### config.mk
export PLATFORM = sky130hd
export DESIGN_NAME = ram_fifo_ctrl
export DESIGN_NICKNAME = d
export VERILOG_FILES = /design/src/rtl/ram_fifo_ctrl_pkg.sv /design/src/rtl/ram_fifo_ctrl_fifo_ptr.sv /design/src/rtl/ram_fifo_ctrl.sv
export SDC_FILE = /design/constraint.sdc
export NUM_CORES = 1
export LEC_CHECK = 0
export CORE_MARGIN = 3
export CORE_UTILIZATION = 31
export CTS_BUF_LIST = sky130_fd_sc_hd__clkbuf_8
export DETAILED_ROUTE_END_ITERATION = 16
export PLACE_DENSITY_LB_ADDON = 0.08
export RECOVER_POWER = 100
export SLEW_MARGIN = 10
export SYNTH_ARGS = -nofsm -noshare
export SYNTH_HDL_FRONTEND = slang
export SYNTH_SLANG_ARGS = --single-unit
export TNS_END_PERCENT = 30
### constraint.sdc
create_clock -name clk -period 0.8 [get_ports clk]
set_input_delay 0.08 -clock clk [delete_from_list [all_inputs] [get_ports clk]]
set_output_delay 0.08 -clock clk [all_outputs]
set_load 0.05 [all_outputs]
### src/rtl/ram_fifo_ctrl_pkg.sv
// Shared widths, defaults and types for the RAM-backed FIFO controller.
package ram_fifo_ctrl_pkg;

    localparam int unsigned DEF_DATA_WIDTH   = 8;
    localparam int unsigned DEF_ADDR_WIDTH   = 4;
    localparam int unsigned DEF_AFULL_THRESH = 12;
    localparam int unsigned DEPTH            = 2 ** DEF_ADDR_WIDTH;
    localparam int unsigned PTR_WIDTH        = DEF_ADDR_WIDTH + 1;

    typedef logic [PTR_WIDTH-1:0]      ptr_t;
    typedef logic [DEF_ADDR_WIDTH-1:0] addr_t;
    typedef logic [DEF_DATA_WIDTH-1:0] data_t;

endpackage

### src/rtl/ram_fifo_ctrl_fifo_ptr.sv
// FIFO pointer with wrap bit: the extra MSB toggles each time the address bits roll over.
module ram_fifo_ctrl_fifo_ptr
    import ram_fifo_ctrl_pkg::*;
#(
    parameter int unsigned WIDTH = PTR_WIDTH
) (
    input  logic             clk,
    input  logic             rst_n,
    input  logic             inc,
    output logic [WIDTH-1:0] ptr,
    output logic [WIDTH-1:0] ptr_nxt_c
);

    // Plain binary increment carries naturally into the wrap MSB.
    assign ptr_nxt_c = inc ? ptr + WIDTH'(1) : ptr;

    always_ff @(posedge clk or negedge rst_n) begin
        if (!rst_n) begin
            ptr <= '0;
        end else begin
            ptr <= ptr_nxt_c;
        end
    end

endmodule

### src/rtl/ram_fifo_ctrl.sv
// FIFO controller driving an external dual-port RAM; holds pointers, occupancy and flags only.
module ram_fifo_ctrl
    import ram_fifo_ctrl_pkg::*;
#(
    parameter int unsigned DATA_WIDTH   = DEF_DATA_WIDTH,
    parameter int unsigned ADDR_WIDTH   = DEF_ADDR_WIDTH,
    parameter int unsigned AFULL_THRESH = DEF_AFULL_THRESH
) (
    input  logic                  clk,
    input  logic                  rst,
    input  logic                  push,
    input  logic [DATA_WIDTH-1:0] push_data,
    input  logic                  pop,
    output logic [DATA_WIDTH-1:0] pop_data,
    output logic                  pop_valid,
    output logic                  full,
    output logic                  empty,
    output logic                  almost_full,
    output logic [ADDR_WIDTH:0]   count,
    output logic                  overflow,
    output logic                  underflow,
    output logic                  ram_wr_enb,
    output logic [ADDR_WIDTH-1:0] ram_wr_addr,
    output logic [DATA_WIDTH-1:0] ram_wr_data,
    output logic                  ram_rd_enb,
    output logic [ADDR_WIDTH-1:0] ram_rd_addr,
    input  logic [DATA_WIDTH-1:0] ram_rd_data
);

    localparam int unsigned PW = ADDR_WIDTH + 1;

    logic [1:0]    rst_sync;
    logic          rst_n;
    logic          push_ok;
    logic          pop_ok;
    logic [PW-1:0] wr_ptr;
    logic [PW-1:0] rd_ptr;
    logic [PW-1:0] wr_ptr_nxt;
    logic [PW-1:0] rd_ptr_nxt;
    logic [PW-1:0] count_nxt;
    logic          full_nxt;
    logic          empty_nxt;

    // Asynchronous assert, two-flop synchronised release.
    always_ff @(posedge clk or negedge rst) begin
        if (!rst) begin
            rst_sync <= 2'b00;
        end else begin
            rst_sync <= {rst_sync[0], 1'b1};
        end
    end

    assign rst_n = rst_sync[1];

    // Push and pop are judged independently against the registered flags.
    assign push_ok = push && !full;
    assign pop_ok  = pop && !empty;

    ram_fifo_ctrl_fifo_ptr #(.WIDTH(PW)) u_wr_ptr (
        .clk       (clk),
        .rst_n     (rst_n),
        .inc       (push_ok),
        .ptr       (wr_ptr),
        .ptr_nxt_c (wr_ptr_nxt)
    );

    ram_fifo_ctrl_fifo_ptr #(.WIDTH(PW)) u_rd_ptr (
        .clk       (clk),
        .rst_n     (rst_n),
        .inc       (pop_ok),
        .ptr       (rd_ptr),
        .ptr_nxt_c (rd_ptr_nxt)
    );

    assign ram_wr_enb  = push_ok;
    assign ram_wr_addr = wr_ptr[ADDR_WIDTH-1:0];
    assign ram_wr_data = push_data;
    assign ram_rd_enb  = pop_ok;
    assign ram_rd_addr = rd_ptr[ADDR_WIDTH-1:0];

    // RAM read data lands the cycle after rd_enb, aligned with pop_valid.
    assign pop_data = pop_valid ? ram_rd_data : '0;

    always_comb begin
        count_nxt = count;
        if (push_ok && !pop_ok) begin
            count_nxt = count + PW'(1);
        end else if (pop_ok && !push_ok) begin
            count_nxt = count - PW'(1);
        end
    end

    assign empty_nxt = (wr_ptr_nxt == rd_ptr_nxt);
    assign full_nxt  = (wr_ptr_nxt[ADDR_WIDTH] != rd_ptr_nxt[ADDR_WIDTH]) &&
                       (wr_ptr_nxt[ADDR_WIDTH-1:0] == rd_ptr_nxt[ADDR_WIDTH-1:0]);

    always_ff @(posedge clk or negedge rst_n) begin
        if (!rst_n) begin
            count       <= '0;
            empty       <= 1'b1;
            full        <= 1'b0;
            almost_full <= 1'b0;
            overflow    <= 1'b0;
            underflow   <= 1'b0;
            pop_valid   <= 1'b0;
        end else begin
            count       <= count_nxt;
            empty       <= empty_nxt;
            full        <= full_nxt;
            almost_full <= (count_nxt >= PW'(AFULL_THRESH));
            overflow    <= push && full;
            underflow   <= pop && empty;
            pop_valid   <= pop_ok;
        end
    end

endmodule
==> impl_metrics.json, run 1 <==
{
  "syn-num-nets": 128,
  "hold_path_class": "input pin to primary output",
  "drt-vias-per-instance": 4.467,
  "ys_seq_area_share_pct": 48.68,
  "grt_pass1_wl_um": 5085,
  "drt_iter0_markers": 6,
  "worst_slew_pin_slew_ns": 0.5228,
  "grt_max_degree": 22,
  "antenna_left": 0,
  "gr-total-overflow": 0,
  "cellPowerDensity_nw_per_um2": 4993,
  "core_um2": 3495,
  "antenna_found_initial": 0,
  "cts_buffers": 3,
  "min_period_ns": 1.776,
  "cp_cell_sequence": "nand2b_4 > inv_8 > mux2_4 > xor2_1 > or3_4 > nor3b_2",
  "synthDistinctLibCells": 28,
  "startpoint_type": "register",
  "cts-htree-levels": 1,
  "synth_area_um2": 1185,
  "yosys-top-cells-area": "dfrtp_1 (46%), buf_4 (10%), xnor2_1 (8.9%)",
  "period_share_pct": 222.0,
  "wirelength_um": 3145,
  "io_buffers": 40,
  "synth_seq_cells": 23,
  "diodes": 0,
  "violations": "negative setup slack",
  "yosys.area.top_type_share_pct": 46.46,
  "drc_errors": 0,
  "final_nets": 193,
  "slew_headroom_pct": 65.15,
  "r2r_start": "empty",
  "finalMaxSlewViolations": 0,
  "fmax_mhz": 563.0,
  "cts_tree": "done",
  "clk_pin_slew_ns": 0.08,
  "crit_fanout": 3,
  "critPathRequiredTime_ns": 0.99,
  "r2r_cells": 6,
  "fin_skew_ns": 0.001835,
  "hpwl_um": 2286,
  "async_flop_share_pct": 100.0,
  "r2r-end": "full",
  "end_kind": "register",
  "startpoint": "empty",
  "final_hold_viol_count": 0,
  "status": "complete, but fails checks",
  "wire_per_inst_um": 14.70,
  "ys_warn_count": 0,
  "grt_use_total_pct": 15.10,
  "clock_latency_ns": 0.27,
  "area_delta_synth_final_pct": 99.16,
  "p_leak_nw": 1.075,
  "fp.dieH_um": 67.83,
  "grt_pass1_vias": 1094,
  "ctsRootBufferMaster": "clkbuf_8",
  "ir_drop_v": 0.002885,
  "total_power_w": 0.01178,
  "die_area_um2": 4600,
  "ios": 57,
  "rrSetupSlack_ns": -0.98,
  "synth_area_leader_cell": "dfrtp_1",
  "ys.flop_type": "dfrtp_1",
  "rsz0062_at_grt": "yes",
  "crit_type": "register to register",
  "synth.most_common_cell": "dfrtp_1",
  "syn_inst": 104,
  "start_util_pct": 33.91,
  "die_x_um": 67.83,
  "timing.critical_path.to": "full",
  "synth_area_per_cell_um2": 11.39,
  "rows": 21,
  "clock_path_buffers": 2,
  "synth-edff-count": 0,
  "finalSetupViolations": 50,
  "arrival_ns": 1.96,
  "clock-sinks": 23,
  "critPathMaxStageDelay_ns": 0.54,
  "maxCapViolCount": 0,
  "worst_slack_ns": -0.9762,
  "synth_common_cells": "dfrtp_1 (22), buf_4 (16), xnor2_1 (12)",
  "fill_cells": 256,
  "crit_path_top_delay_cell": "dfstp_2",
  "drive_gt1_share_pct": 62.50,
  "gp_congestion": 0.7486,
  "setup-tns-final_ns": -18.70,
  "num_vias": 956,
  "drtPass1Iterations": 4
}
## layer usage
metal / GRT usage, % / wire, um
met1: 17.18 / 1259
met2: 26.97 / 1627
met3: 4.762 / 222
met4: 4.467 / 35
met5: 0 / 0
## state kept, by name, summed over array words and instances (netlist names)
name / cells
almost_full: 1
count: 5
empty: 1
full: 1
overflow: 1
pop_valid: 1
rst_sync: 2
u_rd_ptr.ptr: 5
u_wr_ptr.ptr: 5
underflow: 1
## area by class of cell
class	instances	area, um2	share of cell area, %
clock buffers	3	41.29	1.750
clock inverters	1	3.754	0.1591
inverters	4	30.03	1.273
multi-input cells	61	605.6	25.66
flip-flops and latches	23	581.8	24.66
well taps	46	57.56	2.439
repair buffers	76	1040	44.06
## layout by cell type (no fill, tap or decap), types with 2 or more instances in the layout
master and n:
clkbuf_8 3, dfrtp_2 4, nand2b_4 2, buf_4 14
nor2_1 2, xor2_1 5, and2_4 9, buf_6 19
mux2_4 2, ha_1 4, a22oi_2 2, nand3b_1 2
nor2_4 2, clkdlybuf4s50_1 10, inv_8 2, buf_12 29
xnor2_2 7, xnor2_1 5, dlygate4sd3_1 2, nand4_1 4
inv_1 3, dfrtp_1 18
## logic make-up (layout without fill, tap and decap cells)
| kind of cell | count (synthesis) | after routing | share of synthesized area, % |
|---|---|---|---|
| compound gates | 6 | 6 | 3.697 |
| xor+xnor | 17 | 17 | 12.57 |
| simple gates | 31 | 31 | 16.37 |
| buf+inv | 20 | 84 | 11.62 |
| other cells | 1 | 1 | 0.3165 |
| fa+ha+maj | 4 | 4 | 4.224 |
| flops | 23 | 23 | 48.68 |
| mux | 2 | 2 | 2.534 |
## worst min path at each step
| stage | from | end | depth (start not counted) |
|---|---|---|---|
| finish | push_data[0] | ram_wr_data[0] | 0 |
| global route | push_data[0] | ram_wr_data[0] | 0 |
| CTS | push_data[3] | ram_wr_data[3] | 0 |
| detailed placement | push_data[3] | ram_wr_data[3] | 0 |
| global placement | push_data[3] | ram_wr_data[3] | 0 |
| floorplan | rst | rst_sync[0] | 0 |
## worst max-delay path, delay by kind of cell, from the launching register on
kind	cells	cell delay (ns)
flops	1	0.54
xor+xnor	1	0.16
buf+inv	1	0.04
mux	1	0.31
simple gates	3	0.66
## report_power, final
group,internal [W],total [W],switching [W]
clock,0.000343,0.000715,0.000372
combinational,0.00465,0.00883,0.00419
sequential,0.00173,0.00224,0.000506
total,0.00672,0.0118,0.00506
## what timing repair did
item	in CTS	in global routing
hold endpoints to repair	2	0
pin swaps	7	9
gates cloned	0	0
hold buffers	1	0
buffers inserted	7	2
gates resized for setup	47	7
endpoints found under the setup margin	50	50
## metrics by stage
stage	utilization, %	cell area [um2]	hold slack (ns)	setup WS, ns	std cells
2_1_floorplan	-	1201	-0.2156	-1.197	104
5_1_grt	67.53	2360	0.1601	-1.039	214
3_5_place_dp	58.72	2052	0.1604	-1.104	202
3_3_place_gp	58.72	2052	0.1604	-1.011	202
6_report	67.53	2360	0.1600	-0.9762	214
4_1_cts	67.17	2347	0.1604	-0.9746	214
No activity file was read; power rests on OpenSTA's default activity.
==> run 2: changes to the inputs <==
- GPL_TIMING_DRIVEN: unset -> 0
==> impl_metrics.json, run 2 (synthesized netlist as in run 1, its figures left out) <==
{
  "status": "complete, but fails checks",
  "violations": "negative setup slack",
  "ctsRootBufferMaster": "clkbuf_8",
  "final_hold_viol_count": 0,
  "critPathRequiredTime_ns": 0.98,
  "cts_buffers": 3,
  "hold_path_class": "register to asynchronous set/reset pin",
  "grt_pass1_vias": 951,
  "fmax_mhz": 559.6,
  "min_period_ns": 1.787,
  "cellPowerDensity_nw_per_um2": 4839,
  "dpl_cell_area_um2": 1739,
  "startpoint_type": "register",
  "rrSetupSlack_ns": -0.99,
  "num_vias": 959,
  "finalSetupViolations": 49,
  "fp.dieH_um": 67.83,
  "reg.largest.list": "count x5, u_rd_ptr.ptr x5, u_wr_ptr.ptr x5",
  "clock-sinks": 23,
  "fill_cells": 297,
  "start_util_pct": 33.91,
  "regArea_um2": 586.8,
  "grt_use_total_pct": 11.98,
  "maxCapViolCount": 0,
  "p_leak_nw": 0.9534,
  "cts-htree-levels": 1,
  "startpoint": "empty",
  "drt_iter0_markers": 9,
  "grt_pass1_wl_um": 4229,
  "gp_congestion": 0.6901,
  "crit_path_top_delay_cell": "dfstp_2",
  "drc_errors": 0,
  "diodes": 0,
  "gr-total-overflow": 0,
  "wirelength_um": 2765,
  "cp_cell_sequence": "nand2b_4 > inv_8 > mux2_4 > xor2_1 > or3_4 > nor3b_2",
  "worst_slack_ns": -0.9870,
  "io_buffers": 48,
  "hpwl_um": 1947,
  "rows": 21,
  "crit_fanout": 2,
  "antenna_found_initial": 0,
  "r2r-end": "full",
  "final_common_cell": "buf_6",
  "fin_skew_ns": 0.003848,
  "grt_max_degree": 22,
  "multiInputGateArea_um2": 573.1,
  "critPathMaxStageDelay_ns": 0.54,
  "die_area_um2": 4600,
  "core_um2": 3495,
  "hold_ws_ns": 0.2266,
  "r2r_cells": 6,
  "ios": 57,
  "finalMaxSlewViolations": 0,
  "drtPass1Iterations": 3,
  "cts_tree": "done",
  "final_cell_mix": "buf_6 (25), buf_4 (18), dfrtp_1 (14)",
  "ir_drop_v": 0.002262,
  "final_nets": 192,
  "setup-tns-final_ns": -16.85,
  "r2r_start": "empty",
  "period_share_pct": 223.4,
  "area_delta_synth_final_pct": 72.02,
  "clock_latency_ns": 0.26,
  "clock_path_buffers": 2,
  "antenna_left": 0,
  "fin_area_um2": 2038,
  "clk_pin_slew_ns": 0.08,
  "end_kind": "register",
  "wire_per_inst_um": 12.98,
  "die_x_um": 67.83,
  "drive_gt1_share_pct": 62.28,
  "arrival_ns": 1.96,
  "drt-vias-per-instance": 4.502,
  "rsz0062_at_grt": "yes",
  "crit_type": "register to register"
}
[run 2: cell count changes in the layout (fill, tap and decap cells not counted), moves of 3 or more]
cell             delta
buf_12             -29
buf_4               +4
buf_6               +6
buf_8               +8
clkbuf_2            +7
clkdlybuf4s15_2     +3
dfrtp_1             -4
dfrtp_2             +4
[run 2: power breakdown]
part / internal (W) / total, W / switching, W
Clock: 0.000342 / 0.000690 / 0.000348
Combinational: 0.00314 / 0.00681 / 0.00368
Sequential: 0.00174 / 0.00236 / 0.000616
[run 2: repair_timing]
action	in CTS	in global routing
buffers inserted	9	1
endpoints found under the hold margin	2	0
resized for setup	216	30
endpoints found under the setup margin	77	50
pin swaps	3	5
hold buffers	1	0
[run 2: worst max-delay path by stage]
stage	to	slack [ns]
floorplan	full	-1.20
global placement	full	-1.21
detailed placement	full	-1.17
CTS	full	-1.02
global route	full	-1.08
finish	full	-0.99
[run 2: area by class of cell]
cell class / instances / share of cell area (%)
well taps: 46 / 2.824
clock buffers: 3 / 2.026
repair buffers: 59 / 29.77
flip-flops and latches: 23 / 28.79
multi-input cells: 61 / 28.12
inverters: 4 / 1.473
plain buffers: 16 / 6.814
clock inverters: 1 / 0.1842
[run 2: critical path: cells and delay by family (launching register included)]
kind          cells  cell delay (ns)
flops             1             0.54
buf+inv           1             0.03
simple gates      3             0.67
mux               1             0.30
xor+xnor          1             0.16
[run 2: metal layers]
| metal | global-route usage [%] | part of all wire (%) | vias to the layer above |
|---|---|---|---|
| li1 | - | - | 459 |
| met1 | 14.72 | 40 | 453 |
| met2 | 21.14 | 49 | 41 |
| met3 | 2.791 | 9.5 | 6 |
| met4 | 2.978 | 1.2 | 0 |
| met5 | 0 | 0 | - |
[run 2: through the flow]
stage	power [W]	util (%)	std cells	setup slack, ns
after floorplan	0.006279	-	104	-1.197
after global placement	0.007806	49.77	198	-1.207
after detailed placement	0.007841	49.77	198	-1.174
after CTS	0.009437	56.25	212	-1.017
after global routing	0.01043	58.32	213	-1.083
final	0.009863	58.32	213	-0.9870
==> run 3: changes to the inputs <==
- SKIP_CTS_REPAIR_TIMING: unset -> 1
==> impl_metrics.json, run 3 (synthesized netlist as in run 1, its figures left out) <==
{
  "cts_buffers": 3,
  "fin_area_um2": 2136,
  "p_leak_nw": 1.021,
  "io_buffers": 48,
  "fmax_mhz": 542.7,
  "drive_gt1_share_pct": 64.20,
  "worst_slack_ns": -1.043,
  "drtPass1Iterations": 2,
  "rsz0062_at_grt": "yes",
  "violations": "negative setup slack",
  "status": "complete, but fails checks",
  "min_period_ns": 1.843,
  "period_share_pct": 230.3,
  "crit_fanout": 3,
  "crit_path_top_delay_cell": "dfstp_2",
  "grt_use_total_pct": 10.66,
  "drc_errors": 0,
  "layout.core_utilization_pct": 61.12,
  "core_um2": 3495,
  "cp_cell_sequence": "nand2b_4 > inv_8 > mux2_4 > xor2_1 > or3_4 > nor3b_4",
  "arrival_ns": 2.02,
  "gp_congestion": 0.6901,
  "drt-vias-per-instance": 4.455,
  "ios": 57,
  "cts_tree": "done",
  "area_delta_synth_final_pct": 80.25,
  "multiInputGateArea_um2": 584.3,
  "critPathMaxStageDelay_ns": 0.55,
  "grt_pass1_vias": 862,
  "gr-total-overflow": 0,
  "wire_per_inst_um": 12.63,
  "die_x_um": 67.83,
  "reg.largest.list": "count x5, u_rd_ptr.ptr x5, u_wr_ptr.ptr x5",
  "crit_family": "simple AND/OR/NAND/NOR gates",
  "cellPowerDensity_nw_per_um2": 4866,
  "num_vias": 989,
  "final_hold_viol_count": 0,
  "clk_pin_slew_ns": 0.08,
  "diodes": 0,
  "clock_path_buffers": 2,
  "cts-htree-levels": 1,
  "grt_pass1_wl_um": 3801,
  "wirelength_um": 2804,
  "finalMaxSlewViolations": 0,
  "hold_path_class": "register to asynchronous set/reset pin",
  "maxCapViolCount": 0,
  "startpoint_type": "register",
  "start_util_pct": 33.91,
  "crit_buf_inv": 1,
  "final_common_cell": "buf_6",
  "total_power_w": 0.01039,
  "antenna_found_initial": 0,
  "clock_latency_ns": 0.26,
  "post-place-ws_ns": -1.174,
  "fin_skew_ns": 0.002757,
  "clock-sinks": 23,
  "fp.dieH_um": 67.83,
  "critPathRequiredTime_ns": 0.98,
  "die_area_um2": 4600,
  "hpwl_um": 1947,
  "regArea_um2": 586.8,
  "rows": 21,
  "end_kind": "register",
  "grt_max_degree": 22,
  "antenna_left": 0,
  "ir_drop_v": 0.002596,
  "finalSetupViolations": 48,
  "final_nets": 201,
  "ctsRootBufferMaster": "clkbuf_8",
  "drt_iter0_markers": 9,
  "fill_cells": 283,
  "final_cell_mix": "buf_6 (27), buf_4 (25), dfrtp_1 (14)",
  "dpl_cell_area_um2": 1739,
  "crit_type": "register to register"
}
run 3: final timing paths:
path / startpoint / endpoint / slack [ns] / depth (start not counted)
setup / recovery: empty / full / -1.04 / 6
hold / removal: rst_sync[1] / overflow / 0.22 / 0
setup reg to reg: empty / full / -1.04 / 6
hold reg to reg: rst_sync[1] / overflow / 0.22 / 0
max in group asynchronous: rst / rst_sync[1] / 0.09 / 2
min in group clk: rst_sync[0] / rst_sync[1] / 0.36 / 0
run 3: where the power goes:
group	total [W]	internal (W)	leakage [nW]	switching [W]
sequential	0.00238	0.00175	0.267	0.000632
clock	0.000694	0.000342	0.0269	0.000352
combinational	0.00732	0.00353	0.727	0.00379
total	0.0104	0.00562	1.02	0.00478
run 3: metal layers:
layer / global-route usage [%] / wire [um] / up-vias
met5: 0 / 0 / -
met4: 2.978 / 22 / 0
met3: 2.791 / 248 / 4
met2: 17.50 / 1418 / 39
met1: 13.87 / 1114 / 471
li1: - / - / 475
run 3: per-stage QoR:
stage,hold slack (ns),instances,TNS (ns)
6_report,0.2232,222,-17.57
4_1_cts,-0.03239,202,-39.20
2_1_floorplan,-0.2156,104,-15.59
3_3_place_gp,0.2476,198,-32.73
3_5_place_dp,0.2533,198,-33.49
5_1_grt,0.2674,222,-19.58
run 3: area by class of cell:
class	instances	area share, %
buffer	13	5.272
clock buffer	3	1.933
clock inverter	1	0.1757
inverter	4	1.406
multi-input combinational	61	27.36
sequential	23	27.48
tap	46	2.695
timing repair buffer	71	33.68
==> variant (settings of run 3) <==
Set the package constant `DEF_ADDR_WIDTH` to 3 (it was 4).
--- a/src/rtl/ram_fifo_ctrl_pkg.sv
+++ b/src/rtl/ram_fifo_ctrl_pkg.sv
@@ -4,3 +4,3 @@
     localparam int unsigned DEF_DATA_WIDTH   = 8;
-    localparam int unsigned DEF_ADDR_WIDTH   = 4;
+    localparam int unsigned DEF_ADDR_WIDTH   = 3;
     localparam int unsigned DEF_AFULL_THRESH = 12;
Interface: changed (resized count, ram_rd_addr and ram_wr_addr); port bits go from 57 to 54. The function was not compared with the original's and may differ.
==> variant against run 3 <==
Cell area shrank 16%; count of clock-buffer cells in the layout increased by 1; clock skew is 0.0013 ns lower; the flow still finishes with violations (negative setup slack); via count fell by 16%; final cell count is 13% lower; area after synthesis shrank 10%; first-iteration DRC count shrank 11%; wire length is 14% lower; power fell by 33%; worst setup slack better by 0.14 ns; synthesized cell count fell by 9.6%; sequential cell count down 3.
==> variant: results <==
set metrics [dict create \
    status "finished with violations" \
    violations "negative setup slack" \
    drt_wl_total_um 2418 \
    clk_pin_slew_worst_paths_ns 0.07 \
    hp-class "reg2async" \
    ys_seq_area_frac 0.4707 \
    p_leak_nw 0.8995 \
    antenna_found_initial 0 \
    crit_slowest_cell "dfstp_2" \
    cts_buffer_depth 2 \
    post_route_cells_drive_above_1_share 0.6000 \
    grt_start_max_net_pins 19 \
    synthArstFlopShare 1.000 \
    ir_drop_mv 1.980 \
    slew_headroom 0.6633 \
    reg2reg_to "full" \
    grt_pass1_vias 805 \
    filler_cell_count 287 \
    n_antenna_cell 0 \
    drt-initial-drc-count 8 \
    setup_violations 43 \
    cts_max_level 1 \
    path_delay_family "flip-flops" \
    reg.largest.list "u_rd_ptr.ptr (4), u_wr_ptr.ptr (4), count (3)" \
    critPathMaxStageDelay_ns 0.55 \
    reg2reg_from "empty" \
    place_hpwl_um 1696 \
    port_buffers 45 \
    dr.pass1.iters 3 \
    synth_area_leaders "dfrtp_1, buf_4, xor2_1" \
    numCtsBuffers 3 \
    finalSetupTns_ns -14.55 \
    syn-num-nets 120 \
    grt_pass1_wl_um 3643 \
    vias 830 \
    track_usage 0.1136 \
    synth_warnings 0 \
    ys_types 25 \
    synthTopCellsByCount "dfrtp_1, buf_4, and2_1, xor2_1, inv_1" \
    place.gp.congestion 0.6911 \
    setup_slack_ns -0.9055 \
    reg2reg_depth 6 \
    fin_nets 177 \
    clk_latency_ns 0.26 \
    skew_ns 0.001501 \
    worstPathMaxFanout 7 \
    crit_arrival_ns 1.89 \
]
## variant: changes by cell type after synthesis, moves of 2 or more
cell and change:
xnor2_1 -9, inv_1 +5, xor2_1 +5, dfrtp_1 -3, nor3_1 -3, a22oi_1 -2
ha_1 +2, nand2b_4 -2, nor2_1 -2
## variant: cells by family (layout without fill, tap and decap cells)
group,after synthesis,in the layout,synth area share
flip-flops,20,20,0.4707
multiplexers,2,2,0.02817
buffers and inverters,23,79,0.1409
AND/OR/NAND/NOR,25,25,0.1549
AO/OA/AOI/OAI,4,4,0.02464
XOR/XNOR,13,13,0.1068
adder cells (fa/ha/maj),6,6,0.07042
other,1,1,0.003518
## variant: worst max-delay path by stage
stage,startpoint,to,slack [ns],cells after the start
finish,empty,full,-0.91,6
detailed placement,pop,almost_full,-1.10,9
CTS,full,ram_wr_enb,-1.04,3
floorplan,empty,full,-1.08,6
global placement,pop,almost_full,-1.10,9
global route,empty,full,-0.96,6
## variant: metrics by stage
stage,cells,setup slack [ns],utilization,hold WS [ns],cell area (um^2)
6_report,194,-0.9055,0.5657,0.1920,1798
5_1_grt,194,-0.9589,0.5657,0.2396,1798
4_1_cts,187,-1.036,0.5220,-0.03455,1659
3_5_place_dp,183,-1.098,0.5047,0.2507,1604
3_3_place_gp,183,-1.104,0.5047,0.2479,1604
2_1_floorplan,94,-1.083,-,-0.2156,1099
## variant: area by class of cell
| type | instances | share of cell area |
|---|---|---|
| Buffer | 16 | 0.07933 |
| Clock buffer | 4 | 0.03062 |
| Inverter | 7 | 0.01601 |
| Multi-Input combinational cell | 51 | 0.2825 |
| Sequential cell | 20 | 0.2825 |
| Tap cell | 44 | 0.03062 |
| Timing Repair Buffer | 52 | 0.2784 |
## variant: layer usage
metal | wire (um) | global-route usage | vias up
li1 | - | - | 392
met1 | 931 | 0.1255 | 383
met2 | 1170 | 0.1894 | 50
met3 | 256 | 0.03466 | 5
met4 | 60 | 0.07124 | 0
met5 | 0 | 0 | -
## variant: where the power goes
group | total [W] | switching (W) | internal (W)
sequential | 0.00188 | 0.000466 | 0.00141
clock | 0.000762 | 0.000324 | 0.000438
combinational | 0.00435 | 0.00236 | 0.00199
